### config.mk
export PLATFORM = sky130hd
export DESIGN_NAME = dispatch_nw
export DESIGN_NICKNAME = d
export VERILOG_FILES = /design/src/rtl/dispatch_nw.sv
export SDC_FILE = /design/constraint.sdc
export NUM_CORES = 1
export LEC_CHECK = 0
export BUFFER_PORTS_ARGS = -buffer_cell sky130_fd_sc_hd__buf_2
export CORE_AREA = 2 2 528 530
export DETAILED_ROUTE_END_ITERATION = 7
export DIE_AREA = 0 0 530 532
export PLACE_DENSITY = 0.3
export SLEW_MARGIN = 10
export SYNTH_ARGS = -nofsm -noshare
export SYNTH_HDL_FRONTEND = slang
export SYNTH_SLANG_ARGS = --single-unit
### constraint.sdc
create_clock -name clk -period 7.4 [get_ports clk]
set_input_delay 0.37 -clock clk [delete_from_list [all_inputs] [get_ports clk]]
set_output_delay 0.37 -clock clk [all_outputs]
set_load 0.005 [all_outputs]
### src/rtl/dispatch_nw.sv
// dispatch_nw: W-wide dispatch stage between decode and RAT/freelist/ROB/RS.
// Holds one decoded group and each cycle dispatches the longest in-order
// prefix of held uops whose ROB, freelist and RS resources are all available.
// Undispatched slots shift down to slot 0. Intra-group RAW/WAW hazards are
// resolved by bypassing the new PD of an earlier writer in the same group.
// Ports:
//   clk, rst_n, flush         clock, async active-low reset, redirect
//   in_*                      incoming decoded group; in_ready = accepted
//   rat_*                     RAT lookup (same-cycle response) and remap writes
//   fl_*                      freelist offer / consume count
//   rob_*                     ROB free count, tail index, per-slot enqueue
//   rs_*                      one enqueue channel per reservation station
//   stall_cycles              saturating count of fully blocked cycles
module dispatch_nw #(
  parameter int WIDTH     = 2,
  parameter int NUM_RS    = 4,
  parameter int PHYS_W    = 6,
  parameter int ROB_IDX_W = 5,
  parameter int PAYLOAD_W = 128,
  localparam int FK_W     = (NUM_RS > 1) ? $clog2(NUM_RS) : 1,
  localparam int CNT_W    = $clog2(WIDTH + 1)
) (
  input  logic                          clk,
  input  logic                          rst_n,
  input  logic                          flush,
  input  logic [WIDTH-1:0]              in_valid,
  output logic                          in_ready,
  input  logic [WIDTH*5-1:0]            in_rs1,
  input  logic [WIDTH*5-1:0]            in_rs2,
  input  logic [WIDTH*5-1:0]            in_rd,
  input  logic [WIDTH-1:0]              in_dest_we,
  input  logic [WIDTH*FK_W-1:0]         in_fukind,
  input  logic [WIDTH*PAYLOAD_W-1:0]    in_payload,
  output logic [WIDTH*5-1:0]            rat_rs1,
  output logic [WIDTH*5-1:0]            rat_rs2,
  output logic [WIDTH*5-1:0]            rat_rd,
  input  logic [WIDTH*PHYS_W-1:0]       rat_ps1,
  input  logic [WIDTH*PHYS_W-1:0]       rat_ps2,
  input  logic [WIDTH*PHYS_W-1:0]       rat_old_pd,
  input  logic [WIDTH-1:0]              rat_ps1_rdy,
  input  logic [WIDTH-1:0]              rat_ps2_rdy,
  output logic [WIDTH-1:0]              rat_we,
  output logic [WIDTH*5-1:0]            rat_wr_rd,
  output logic [WIDTH*PHYS_W-1:0]       rat_wr_pd,
  input  logic [CNT_W-1:0]              fl_avail,
  input  logic [WIDTH*PHYS_W-1:0]       fl_pd,
  output logic [CNT_W-1:0]              fl_pop,
  input  logic [CNT_W-1:0]              rob_free,
  input  logic [ROB_IDX_W-1:0]          rob_tail,
  output logic [WIDTH-1:0]              rob_alloc,
  output logic [WIDTH*5-1:0]            rob_rd,
  output logic [WIDTH*PHYS_W-1:0]       rob_pd,
  output logic [WIDTH*PHYS_W-1:0]       rob_pd_old,
  output logic [WIDTH-1:0]              rob_dest_we,
  output logic [WIDTH*PAYLOAD_W-1:0]    rob_payload,
  input  logic [NUM_RS-1:0]             rs_enq_ready,
  output logic [NUM_RS-1:0]             rs_enq_valid,
  output logic [NUM_RS*PHYS_W-1:0]      rs_ps1,
  output logic [NUM_RS*PHYS_W-1:0]      rs_ps2,
  output logic [NUM_RS*PHYS_W-1:0]      rs_pd,
  output logic [NUM_RS-1:0]             rs_rs1_rdy,
  output logic [NUM_RS-1:0]             rs_rs2_rdy,
  output logic [NUM_RS-1:0]             rs_dest_we,
  output logic [NUM_RS*ROB_IDX_W-1:0]   rs_rob_idx,
  output logic [NUM_RS*PAYLOAD_W-1:0]   rs_payload,
  output logic [31:0]                   stall_cycles
);

  // Holding register
  logic [WIDTH-1:0]     hold_v_q, hold_v_d;
  logic [WIDTH-1:0]     we_q, we_d;
  logic [4:0]           rs1_q [WIDTH], rs1_d [WIDTH];
  logic [4:0]           rs2_q [WIDTH], rs2_d [WIDTH];
  logic [4:0]           rd_q  [WIDTH], rd_d  [WIDTH];
  logic [FK_W-1:0]      fk_q  [WIDTH], fk_d  [WIDTH];
  logic [PAYLOAD_W-1:0] pay_q [WIDTH], pay_d [WIDTH];
  logic [31:0]          stall_q, stall_d;

  // Per-slot dispatch decisions
  logic [WIDTH-1:0]     writer, fire, rdy1, rdy2;
  logic [PHYS_W-1:0]    pd [WIDTH], old_pd [WIDTH], ps1 [WIDTH], ps2 [WIDTH];
  logic [ROB_IDX_W-1:0] rob_idx [WIDTH];
  logic [CNT_W-1:0]     wcnt, k, nvalid, pop;
  logic [NUM_RS-1:0]    used;
  logic                 chain, rs_ok;

  always_comb begin
    writer = '0;
    fire   = '0;
    wcnt   = '0;
    used   = '0;
    k      = '0;
    nvalid = '0;
    pop    = '0;
    rs_ok  = 1'b0;
    chain  = ~flush;
    for (int i = 0; i < WIDTH; i++) begin
      writer[i] = hold_v_q[i] & we_q[i] & (rd_q[i] != 5'd0);
      // wcnt counts writers before slot i: that is its freelist position.
      pd[i] = '0;
      for (int n = 0; n < WIDTH; n++)
        if (writer[i] && wcnt == CNT_W'(n)) pd[i] = fl_pd[n*PHYS_W +: PHYS_W];
      if (writer[i]) wcnt = wcnt + CNT_W'(1);
      rs_ok = 1'b0;
      for (int r = 0; r < NUM_RS; r++)
        if (fk_q[i] == FK_W'(r)) rs_ok = rs_enq_ready[r] & ~used[r];
      // chain carries "all earlier slots fired", so firing is always a prefix.
      chain = chain & hold_v_q[i] & (CNT_W'(i) < rob_free) & (wcnt <= fl_avail) & rs_ok;
      fire[i] = chain;
      for (int r = 0; r < NUM_RS; r++)
        if (chain && fk_q[i] == FK_W'(r)) used[r] = 1'b1;
      if (chain)              k      = k + CNT_W'(1);
      if (hold_v_q[i])        nvalid = nvalid + CNT_W'(1);
      if (chain && writer[i]) pop    = pop + CNT_W'(1);
    end

    // Bypass: ascending j leaves the highest earlier matching writer in place.
    // writer[j] implies rd_j != 0, so x0 sources never match.
    for (int i = 0; i < WIDTH; i++) begin
      ps1[i]    = rat_ps1[i*PHYS_W +: PHYS_W];
      ps2[i]    = rat_ps2[i*PHYS_W +: PHYS_W];
      rdy1[i]   = rat_ps1_rdy[i];
      rdy2[i]   = rat_ps2_rdy[i];
      old_pd[i] = writer[i] ? rat_old_pd[i*PHYS_W +: PHYS_W] : '0;
      for (int j = 0; j < WIDTH; j++) begin
        if (j < i && writer[j]) begin
          if (rd_q[j] == rs1_q[i]) begin
            ps1[i]  = pd[j];
            rdy1[i] = 1'b0;
          end
          if (rd_q[j] == rs2_q[i]) begin
            ps2[i]  = pd[j];
            rdy2[i] = 1'b0;
          end
          if (writer[i] && rd_q[j] == rd_q[i]) old_pd[i] = pd[j];
        end
      end
    end
  end

  assign in_ready     = ~flush & (k == nvalid);
  assign fl_pop       = pop;
  assign stall_cycles = stall_q;

  for (genvar gi = 0; gi < WIDTH; gi++) begin : g_slot
    assign rob_idx[gi]                         = rob_tail + ROB_IDX_W'(gi);
    assign rat_rs1[gi*5 +: 5]                  = hold_v_q[gi] ? rs1_q[gi] : 5'd0;
    assign rat_rs2[gi*5 +: 5]                  = hold_v_q[gi] ? rs2_q[gi] : 5'd0;
    assign rat_rd[gi*5 +: 5]                   = hold_v_q[gi] ? rd_q[gi] : 5'd0;
    assign rat_we[gi]                          = fire[gi] & writer[gi];
    assign rat_wr_rd[gi*5 +: 5]                = hold_v_q[gi] ? rd_q[gi] : 5'd0;
    assign rat_wr_pd[gi*PHYS_W +: PHYS_W]      = pd[gi];
    assign rob_alloc[gi]                       = fire[gi];
    assign rob_rd[gi*5 +: 5]                   = hold_v_q[gi] ? rd_q[gi] : 5'd0;
    assign rob_pd[gi*PHYS_W +: PHYS_W]         = pd[gi];
    assign rob_pd_old[gi*PHYS_W +: PHYS_W]     = old_pd[gi];
    assign rob_dest_we[gi]                     = fire[gi] & writer[gi];
    assign rob_payload[gi*PAYLOAD_W +: PAYLOAD_W] = hold_v_q[gi] ? pay_q[gi] : '0;
  end

  // RS routing: at most one firing slot per fukind, so no priority is needed.
  logic [NUM_RS-1:0]    ch_v, ch_r1, ch_r2, ch_we;
  logic [PHYS_W-1:0]    ch_ps1 [NUM_RS], ch_ps2 [NUM_RS], ch_pd [NUM_RS];
  logic [ROB_IDX_W-1:0] ch_idx [NUM_RS];
  logic [PAYLOAD_W-1:0] ch_pay [NUM_RS];

  always_comb begin
    ch_v  = '0;
    ch_r1 = '0;
    ch_r2 = '0;
    ch_we = '0;
    for (int r = 0; r < NUM_RS; r++) begin
      ch_ps1[r] = '0;
      ch_ps2[r] = '0;
      ch_pd[r]  = '0;
      ch_idx[r] = '0;
      ch_pay[r] = '0;
    end
    for (int i = 0; i < WIDTH; i++) begin
      for (int r = 0; r < NUM_RS; r++) begin
        if (fire[i] && fk_q[i] == FK_W'(r)) begin
          ch_v[r]   = 1'b1;
          ch_ps1[r] = ps1[i];
          ch_ps2[r] = ps2[i];
          ch_r1[r]  = rdy1[i];
          ch_r2[r]  = rdy2[i];
          ch_pd[r]  = pd[i];
          ch_we[r]  = writer[i];
          ch_idx[r] = rob_idx[i];
          ch_pay[r] = pay_q[i];
        end
      end
    end
  end

  for (genvar gi = 0; gi < NUM_RS; gi++) begin : g_rs
    assign rs_enq_valid[gi]                       = ch_v[gi];
    assign rs_ps1[gi*PHYS_W +: PHYS_W]            = ch_ps1[gi];
    assign rs_ps2[gi*PHYS_W +: PHYS_W]            = ch_ps2[gi];
    assign rs_pd[gi*PHYS_W +: PHYS_W]             = ch_pd[gi];
    assign rs_rs1_rdy[gi]                         = ch_r1[gi];
    assign rs_rs2_rdy[gi]                         = ch_r2[gi];
    assign rs_dest_we[gi]                         = ch_we[gi];
    assign rs_rob_idx[gi*ROB_IDX_W +: ROB_IDX_W]  = ch_idx[gi];
    assign rs_payload[gi*PAYLOAD_W +: PAYLOAD_W]  = ch_pay[gi];
  end

  // Next state: flush clears, full drain loads (or empties on a bubble),
  // partial drain shifts the remaining slots down by k.
  always_comb begin
    hold_v_d = hold_v_q;
    we_d     = we_q;
    for (int i = 0; i < WIDTH; i++) begin
      rs1_d[i] = rs1_q[i];
      rs2_d[i] = rs2_q[i];
      rd_d[i]  = rd_q[i];
      fk_d[i]  = fk_q[i];
      pay_d[i] = pay_q[i];
    end
    if (flush) begin
      hold_v_d = '0;
    end else if (k == nvalid) begin
      hold_v_d = in_valid;
      if (|in_valid) begin
        we_d = in_dest_we;
        for (int i = 0; i < WIDTH; i++) begin
          rs1_d[i] = in_rs1[i*5 +: 5];
          rs2_d[i] = in_rs2[i*5 +: 5];
          rd_d[i]  = in_rd[i*5 +: 5];
          fk_d[i]  = in_fukind[i*FK_W +: FK_W];
          pay_d[i] = in_payload[i*PAYLOAD_W +: PAYLOAD_W];
        end
      end
    end else begin
      for (int i = 0; i < WIDTH; i++) begin
        hold_v_d[i] = 1'b0;
        for (int s = 0; s < WIDTH; s++) begin
          if (s >= i && k == CNT_W'(s - i)) begin
            hold_v_d[i] = hold_v_q[s];
            we_d[i]     = we_q[s];
            rs1_d[i]    = rs1_q[s];
            rs2_d[i]    = rs2_q[s];
            rd_d[i]     = rd_q[s];
            fk_d[i]     = fk_q[s];
            pay_d[i]    = pay_q[s];
          end
        end
      end
    end
    stall_d = stall_q;
    if (|hold_v_q && k == '0 && !flush && stall_q != 32'hFFFF_FFFF)
      stall_d = stall_q + 32'd1;
  end

  always_ff @(posedge clk or negedge rst_n) begin
    if (!rst_n) begin
      hold_v_q <= '0;
      we_q     <= '0;
      stall_q  <= '0;
      for (int i = 0; i < WIDTH; i++) begin
        rs1_q[i] <= '0;
        rs2_q[i] <= '0;
        rd_q[i]  <= '0;
        fk_q[i]  <= '0;
        pay_q[i] <= '0;
      end
    end else begin
      hold_v_q <= hold_v_d;
      we_q     <= we_d;
      stall_q  <= stall_d;
      for (int i = 0; i < WIDTH; i++) begin
        rs1_q[i] <= rs1_d[i];
        rs2_q[i] <= rs2_d[i];
        rd_q[i]  <= rd_d[i];
        fk_q[i]  <= fk_d[i];
        pay_q[i] <= pay_d[i];
      end
    end
  end

endmodule
==> summary.txt <==
Power and ir drop
  • Sw Pwr: 0.007652 W
  • Flop pwr share: 39.3%
  • Worst VDD drop: 0.0003909 V
  • Combinational share of power: 43.0%
  • Sw frac: 52.85%
  • Clk pwr share: 17.7%
  • Cell internal pwr: 0.006827 W
  • P_leak: 19.48 nW
  • Pwr Density: 361.6 nW/um^2

Floorplan
  • Die width: 530 um
  • Die area: 282000 um^2
  • CORE AREA: 275800 um^2
  • Die height: 532 um
  • Initial core utilization: 9.070%
  • I/O pins: 1365
  • FP Rows: 193

Synthesis
  • Syn Area/Cell: 8.038 um^2
  • Post-Syn Instances: 3112
  • Post-synth top flop: dfrtp_1
  • Seq/Total Area, Yosys: 32.61%
  • Net Count, Synth: 3486
  • Asr flop ratio synth: 100.0%
  • Post-Syn Area: 25010 um^2
  • Number of synthesized flops with an enable pin: 0
  • Synthesis-stage register bit count: 326
  • Syn. warnings: 0
  • Library cells used by synthesis: 57

Run
  • Max_cap viols: 0

Worst setup path
  • Critical path start-end classification: flip-flop to flip-flop
  • Crit end category: flip-flop
  • Crit Path Max Fanout: 71
  • WP data required: 7930 ps
  • Worst EP arrival: 6880 ps
  • Nature of the critical path startpoint: flip-flop

Final layout
  • Final Cell Area: 40040 um^2
  • Fill count: 32.03k
  • Area growth syn-to-layout: 60.08%
  • Layout cells sized above 1: 40.13%
  • Area of the multi-input gates: 15370 um^2
  • Register area: 8165 um^2
  • # nets final: 4870

Worst hold path
  • Tightest Hold Check Type: primary input to flip-flop

Timing
  • Final hold viol count: 0
  • Setup TNS: 0 ps
  • Final period utilization: 85.72%
  • Worst slew pin tran: 1188 ps
  • Final setup vio count: 0
  • Max_slew headroom: 20.34%
  • Clock period minus worst slack: 6344 ps
  • Fmax: 157.6 MHz
  • Hold slack final: 84.37 ps
  • Pins Over Slew Limit: 0
  • Clk_skew: 28.68 ps
  • RSZ-0062 raised after global routing: no

Routing
  • DRC Markers: 0
  • Vias per Instance: 3.820
  • Post-detailed-routing wire length: 237900 um
  • 1st-iter DRT viols: 2227
  • Vias: 31.57k
  • First drt pass iteration count: 7
  • WL/cell: 28.78 um
  • ANT nets after route: 0

CTS
  • H-tree levels: 2
  • Clk_lat worst skew: 660 ps
  • Clk root buf: clkbuf_16
  • CTS sink count: 326
  • Post-CTS Setup Bufs: 0
  • Worst-path clk slew: 60 ps
  • Longest Clk Path Bufs: 3
  • CTS tree: done
  • Num CTS Buffers: 50
  • Cts repair resizes: 0

Global route
  • Vias in the first global route: 31.56k
  • GR Util All Layers: 16.05%
  • Initial antenna violation count: 63
  • Global-route wire length before repair: 308900 um
  • GRT overflow: 0
  • Largest net degree at the start of global routing: 151

Placement
  • Area post-placement: 35790 um^2
  • I/O Buffers: 1364
  • Final HPWL DP: 180000 um
  • Routability congestion estimate: 0.8273

Outcome
  • Status: finished, final reports clean
state kept, by name (all words and copies together) (netlist names):
name and flops:
pay_q 256, stall_cycles 32, rd_q 10, rs1_q 10, rs2_q 10, fk_q 4
hold_v_q 2, we_q 2
cells in the mapped netlist (all sizes together) (10+ instances only):
cell    count  area share [%]
and2      298             7.5
mux2      296              13
xnor2      34             1.2
o21ai      58             1.2
inv        27            0.41
a22oi     136             4.1
a31oi      14            0.35
dfrtp     326              33
mux2i      18            0.72
and3       10            0.25
o22ai      12            0.30
a22o      259             9.1
nand2     670              10
ha         12            0.60
nor2      161             2.4
nand4      16            0.40
nand3     327             6.5
xor2       14            0.49
clkbuf    220             3.3
buf       118             2.6
power by group through the flow:
stage	Combinational, W	Clock [W]	Sequential [W]
finish	0.00623	0.00257	0.00568
global route	0.00682	0.00275	0.00577
CTS	0.00637	0.00270	0.00572
detailed placement	0.00620	0	0.00576
global placement	0.00621	0	0.00574
floorplan	0.00397	0	0.00353
critical path, cell delays in order, from the launching register on:
cell      delay [ps]
dfrtp_1          450
or4_1            570
o21ba_2          380
inv_2             90
buf_4            150
ha_1             160
nor3_1            70
or4_4            470
nor2b_4          220
inv_8            170
nor3_1           420
and2_1           240
ha_1             290
xnor2_1          320
and2_4           600
nor2_1           160
a211oi_4         350
buf_12           300
mux2_2           420
layer usage:
metal  share of wire (%)  track usage, %
met3                 8.4           4.553
met5                0.10               0
met2                  47           26.88
met4                 2.9           4.545
met1                  42           19.82
cell usage in the layout (no fill, tap or decap), types with 14 or more instances in the layout:
cell type      synthesis  final
a22o_1               259    259
a22oi_1              136    136
a31oi_1               14     14
and2_1               298    296
buf_12                 0     21
buf_2                 59   1363
buf_4                 35     34
clkbuf_1             220     16
clkbuf_16              0     53
dfrtp_1              326    324
diode_2                0     25
dlygate4sd3_1          0    251
inv_1                 24     24
mux2_2               296    296
mux2i_1               18     18
nand2_1              670    669
nand3_1              327    327
nand4_1               16     16
nor2_1               161    160
o21ai_0               40     40
o21ai_1               18     18
xnor2_1               34     34
xor2_1                14     14
repair_timing:
action / in CTS / in global routing
hold buffers: 251 / 0
endpoints found under the setup margin: 0 / 0
endpoints found under the hold margin: 307 / 0
logic make-up after synthesis:
logic type                 after synthesis  synth area share, %
DFF                                    326                32.61
muxes                                  315                14.14
AOI/OAI and AO/OA                      510                15.87
and+or+nand+nor                       1536                28.80
xor gates and xnor gates                48                1.681
buffers and inverters                  365                6.298
adders and majority gates               12               0.6003
through the flow:
step	power, W	util, %	worst slack [ps]	instances
floorplan	0.007505	-	2152	3112
global placement	0.01195	12.98	1081	7898
detailed placement	0.01196	12.98	1028	7898
CTS	0.01479	14.50	987.4	8240
global route	0.01534	14.50	641.7	8246
finish	0.01448	14.52	1056	8265
worst paths after layout:
kind | start | end | slack (ps) | cells after the start
min in group asynchronous | rst_n | pay_q[152] | 280 | 2
min reg2reg | rs1_q[5] | rs1_q[5] | 500 | 1
max reg2reg | rd_q[8] | pay_q[140] | 1060 | 18
min | in_payload[46] | pay_q[174] | 80 | 4
max in group asynchronous | rst_n | hold_v_q[0] | 5290 | 4
max | rd_q[8] | pay_q[140] | 1060 | 18
final cells by class:
type	instances	share of cell area [%]
clock buffers	76	3.703
multi-input cells	2421	38.39
diodes	25	0.1562
clock inverters	15	0.4718
repair buffers	1670	25.04
inverters	27	0.2719
well taps	3705	11.58
flip-flops and latches	326	20.39
No activity file was read; power rests on OpenSTA's default activity.
